**config.mk**
```make
export PLATFORM = sky130hd
export DESIGN_NAME = io_input_unit
export DESIGN_NICKNAME = d
export VERILOG_FILES = /design/src/rtl/io_input_unit.sv
export SDC_FILE = /design/constraint.sdc
export NUM_CORES = 1
export LEC_CHECK = 0
export CAP_MARGIN = 20
export CELL_PAD_IN_SITES_DETAIL_PLACEMENT = 1
export CELL_PAD_IN_SITES_GLOBAL_PLACEMENT = 1
export CORE_ASPECT_RATIO = 1.5
export CORE_MARGIN = 2
export CORE_UTILIZATION = 23
export CTS_CLUSTER_DIAMETER = 80
export CTS_CLUSTER_SIZE = 8
export DETAILED_ROUTE_END_ITERATION = 16
export GPL_ROUTABILITY_DRIVEN = 0
export PLACE_DENSITY = 0.54
export SKIP_LAST_GASP = 1
export SYNTH_ARGS = -nofsm -noshare
export SYNTH_HDL_FRONTEND = slang
export SYNTH_SLANG_ARGS = --single-unit
```
**constraint.sdc**
```tcl
create_clock -name clock -period 3.85 [get_ports clock]
set_input_delay 0.385 -clock clock [delete_from_list [all_inputs] [get_ports clock]]
set_output_delay 0.385 -clock clock [all_outputs]
set_load 0.02 [all_outputs]
```
**src/rtl/io_input_unit.sv**
```systemverilog
// IN-instruction input unit: synchronizes and debounces the enter button, stalls the core,
// and captures the switch word. Define IO_INPUT_SIGNEXT_EN to sign-extend instead of zero-extend.
module io_input_unit #(
   parameter int SW_WIDTH        = 16,
   parameter int DEBOUNCE_CYCLES = 500000
) (
   input  logic                clock,
   input  logic                reset_n,
   input  logic                InReq,
   input  logic [SW_WIDTH-1:0] Switches,
   input  logic                EnterBtn,
   output logic [31:0]         DataIO,
   output logic                Stall,
   output logic                InDone
);

   localparam int CW = $clog2(DEBOUNCE_CYCLES);
   localparam logic [CW-1:0] CNT_MAX = CW'(DEBOUNCE_CYCLES - 1);

   typedef enum logic [1:0] {
      IDLE,
      WAIT_RELEASE,
      WAIT_PRESS,
      DONE
   } state_t;

   state_t              state;
   logic                btn_meta;
   logic                btn_s;
   logic                btn_d;
   logic [SW_WIDTH-1:0] sw_meta;
   logic [SW_WIDTH-1:0] sw_s;
   logic [CW-1:0]       db_cnt;
   logic                ext_fill;
   logic [31:0]         sw_ext;

   always_ff @(posedge clock or negedge reset_n) begin
      if (!reset_n) begin
         btn_meta <= 1'b0;
         btn_s    <= 1'b0;
         sw_meta  <= '0;
         sw_s     <= '0;
      end else begin
         btn_meta <= EnterBtn;
         btn_s    <= btn_meta;
         sw_meta  <= Switches;
         sw_s     <= sw_meta;
      end
   end

   // Debounced level flips only after DEBOUNCE_CYCLES consecutive disagreeing samples.
   always_ff @(posedge clock or negedge reset_n) begin
      if (!reset_n) begin
         btn_d  <= 1'b0;
         db_cnt <= '0;
      end else if (btn_s != btn_d) begin
         if (db_cnt == CNT_MAX) begin
            btn_d  <= btn_s;
            db_cnt <= '0;
         end else begin
            db_cnt <= db_cnt + 1'b1;
         end
      end else begin
         db_cnt <= '0;
      end
   end

`ifdef IO_INPUT_SIGNEXT_EN
   always_comb ext_fill = sw_s[SW_WIDTH-1];
`else
   always_comb ext_fill = 1'b0;
`endif

   always_comb begin
      sw_ext                 = {32{ext_fill}};
      sw_ext[SW_WIDTH-1:0]   = sw_s;
   end

   always_ff @(posedge clock or negedge reset_n) begin
      if (!reset_n) begin
         state  <= IDLE;
         DataIO <= '0;
         InDone <= 1'b0;
      end else begin
         InDone <= 1'b0;
         case (state)
            IDLE: begin
               // A button still held at entry must be released first.
               if (InReq) state <= btn_d ? WAIT_RELEASE : WAIT_PRESS;
            end
            WAIT_RELEASE: begin
               if (!InReq)      state <= IDLE;
               else if (!btn_d) state <= WAIT_PRESS;
            end
            WAIT_PRESS: begin
               if (!InReq) begin
                  state <= IDLE;
               end else if (btn_d) begin
                  DataIO <= sw_ext;
                  InDone <= 1'b1;
                  state  <= DONE;
               end
            end
            DONE:    state <= IDLE;
            default: state <= IDLE;
         endcase
      end
   end

   // Gated by reset_n so Stall drops immediately even if InReq is high during reset.
   always_comb begin
      Stall = reset_n && ((state == IDLE && InReq) ||
                          state == WAIT_RELEASE || state == WAIT_PRESS);
   end

endmodule

```
==> results_dict.tcl <==
set metrics [dict create \
    worst_setup_path_start_kind "primary input" \
    synth_xor_area_frac 0.0420 \
    power-per-cell-area_nw_per_um2 502 \
    drt_first_pass_iters 4 \
    final.setup.tns_ns 0 \
    detail_route.wirelength_um 5480 \
    post-synth-top-area-fraction 0.674 \
    maximum_number_of_pins_on_one_net_before_global_route_repair 74 \
    synthesis.instances 230 \
    synth-async-reset-ratio 1.00 \
    clock_tree.buffer_depth 2 \
    ctsHtreeMaxLevel 3 \
    total_of_buffers_placed_on_input_and_output_ports 37 \
    report.power.total_mw 1.76 \
    post_route_cells_drive_above_1_share 0.0968 \
    io_pins 54 \
    critical-path-top-cell-by-count "sky130_fd_sc_hd__clkdlybuf4s50_1" \
    synth.yosys.warnings 0 \
    synth_fa_ha_area_frac 0.00461 \
    holdCritPathClass "primary input to asynchronous set/reset pin" \
    die_w_um 92.7 \
    synth.ff_latch_count 73 \
    synth_compound_gate_area_share 0.0268 \
    globalRoute.totalOverflow 0 \
    via_per_inst 4.02 \
    ys_types 36 \
    yosys.area.top_type "sky130_fd_sc_hd__dfrtp_1" \
    areaGrowthSynthToFinish_pct 29.7 \
    r2r-end "db_cnt[7]" \
    antenna_found_initial 0 \
    worstSkewPairLatency_ns 0.33 \
    top_count_cell_post_synth "sky130_fd_sc_hd__dfrtp_1" \
    worst_pin_slew_ns 0.918 \
    post-route-drc-count 0 \
    max-cap-violations 0 \
    cts_root_buf "sky130_fd_sc_hd__clkbuf_16" \
    die_height_um 137 \
    reg2reg_depth 4 \
    power.static_leakage_nw 1.63 \
    grt_use_total 0.0944 \
    antennaDiodeCount 0 \
    maxSlewHeadroom 0.388 \
    core_area_um2 11500 \
    final_core_util 0.305 \
    synth.top_cells.by_area "sky130_fd_sc_hd__dfrtp_1 67%, sky130_fd_sc_hd__nand2_1 7.9%, sky130_fd_sc_hd__buf_4 4.7%, sky130_fd_sc_hd__xor2_1 3.2%, sky130_fd_sc_hd__nor2_1 2.4%" \
    synthTopCellsByCount "73 x sky130_fd_sc_hd__dfrtp_1, 57 x sky130_fd_sc_hd__nand2_1, 17 x sky130_fd_sc_hd__buf_4, 17 x sky130_fd_sc_hd__nor2_1, 10 x sky130_fd_sc_hd__xor2_1" \
    multiplexer_share_of_the_synthesized_area 0.00415 \
    postCtsSetupRepairBufs 0 \
    path_clk_slew_ns 0.06 \
    ys_dominant_reg_cell "sky130_fd_sc_hd__dfrtp_1" \
    cts_repair_resize_count 0 \
    crit_slowest_cell "sky130_fd_sc_hd__clkdlybuf4s50_1" \
    rows 48 \
    regToRegStartpoint "db_cnt[11]" \
    holdWs_ns 0.287 \
    crit_arrival_ns 1.67 \
    fill_cells 1303 \
    synth-seq-area-share 0.674 \
    critical_path.endpoint_type "output pin" \
    worst_path_largest_cell_delay_ns 0.60 \
    initial_cell_density_of_the_core 0.235 \
    vias 1725 \
    dp_hpwl_um 3600 \
    final_count_of_hold_timing_violations 0 \
    wire_per_inst_um 12.8 \
    clock_skew_ns 0.00628 \
    dr.first_iter.drc_count 71 \
    tritoncts_clock_tree "done" \
    syn_area_per_cell_um2 11.8 \
    rsz0062_at_grt "no" \
    peakVddDrop_mv 0.194 \
    synth_edf_count 0 \
    ant_nets 0 \
    tritoncts.num_buffers 9 \
    largest_family_of_logic_cells_by_synthesized_area "simple AND/OR/NAND/NOR gates" \
    clock_sink_count 73 \
    worstPathCellList "clkdlybuf4s50_1 > nor3_1 > nor2_1 > clkdlybuf4s50_1" \
    maxClockFrequency_mhz 486 \
    die_area_um2 12700 \
    netlist_area_um2 2710 \
    first_global_vias 1817 \
    worst_ep_required_time_ns 3.46 \
    min_period_over_period 0.534 \
    cts.hold.buffers_added 0 \
    synth-simple-area-share 0.187 \
    timing.reg2reg.setup_slack_ns 1.83 \
    crit_fanout 4 \
    setup-violations-final 0 \
    setup.worst_path.class "primary input to output pin" \
    slew_viol_final 0 \
    finish.net_count 295 \
    layout_min_cycle_time_ns 2.06 \
    run_status "finished clean" \
    grt_first_pass_wirelength_um 9000 \
]
layer usage:
layer | vias up | GRT usage | part of all wire
met2 | 34 | 0.167 | 0.51
met5 | - | 0 | 0
met3 | 7 | 0.0297 | 0.037
met1 | 873 | 0.101 | 0.43
li1 | 811 | - | -
met4 | 0 | 0.0466 | 0.019
logic make-up after synthesis:
group / after synthesis
AND/OR/NAND/NOR: 105
flip-flops: 73
buffers and inverters: 24
XOR/XNOR: 13
AO/OA/AOI/OAI: 12
adder cells (fa/ha/maj): 1
other: 1
multiplexers: 1
layout by cell type (no fill, tap or decap), types with 4 or more instances in the layout:
cell,n
sky130_fd_sc_hd__dfrtp_1,73
sky130_fd_sc_hd__and3_1,4
sky130_fd_sc_hd__nand2_1,57
sky130_fd_sc_hd__conb_1,16
sky130_fd_sc_hd__nand3_1,5
sky130_fd_sc_hd__clkbuf_16,9
sky130_fd_sc_hd__clkdlybuf4s50_1,36
sky130_fd_sc_hd__xor2_1,10
sky130_fd_sc_hd__nand4_1,6
sky130_fd_sc_hd__a21oi_1,5
sky130_fd_sc_hd__nor2_1,17
registers in the layout, summed over array words and instances (netlist names):
signal / count
DataIO: 16
InDone: 1
btn_d: 1
btn_meta: 1
btn_s: 1
db_cnt: 19
state: 2
sw_meta: 16
sw_s: 16
worst max path at each step:
stage | start | end | slack [ns] | cells after the start
4_1_cts | db_cnt[11] | db_cnt[6] | 1.77 | 4
2_1_floorplan | db_cnt[14] | db_cnt[10] | 2.30 | 5
3_3_place_gp | InReq | Stall | 1.81 | 4
3_5_place_dp | InReq | Stall | 1.79 | 4
5_1_grt | db_cnt[11] | db_cnt[7] | 1.57 | 4
6_report | InReq | Stall | 1.79 | 4
cell type report:
class | instances | area [um^2] | share of cell area
well taps | 150 | 188 | 0.0534
clock buffers | 10 | 239 | 0.0680
repair buffers | 39 | 383 | 0.109
multi-input cells | 148 | 778 | 0.221
flip-flops and latches | 73 | 1830 | 0.520
clock inverters | 6 | 90.1 | 0.0256
inverters | 3 | 11.3 | 0.00320
power by group:
group,switching [mW],total [mW],internal [mW]
logic,0.0402,0.0622,0.0220
clock network,0.317,0.904,0.587
registers,0.00873,0.797,0.789
total,0.366,1.76,1.40
worst max-delay path, delay by kind of cell:
kind                   cells  cell delay, ns
buffers and inverters      2            1.12
AND/OR/NAND/NOR            2            0.15
metrics by stage:
stage / setup WS, ns / cells / area [um^2]
6_report: 1.79 / 429 / 3520
5_1_grt: 1.57 / 429 / 3520
4_1_cts: 1.77 / 429 / 3520
3_5_place_dp: 1.79 / 413 / 3190
3_3_place_gp: 1.81 / 413 / 3190
2_1_floorplan: 2.30 / 245 / 2770
Note: power is estimated with default switching activity, not from simulation.
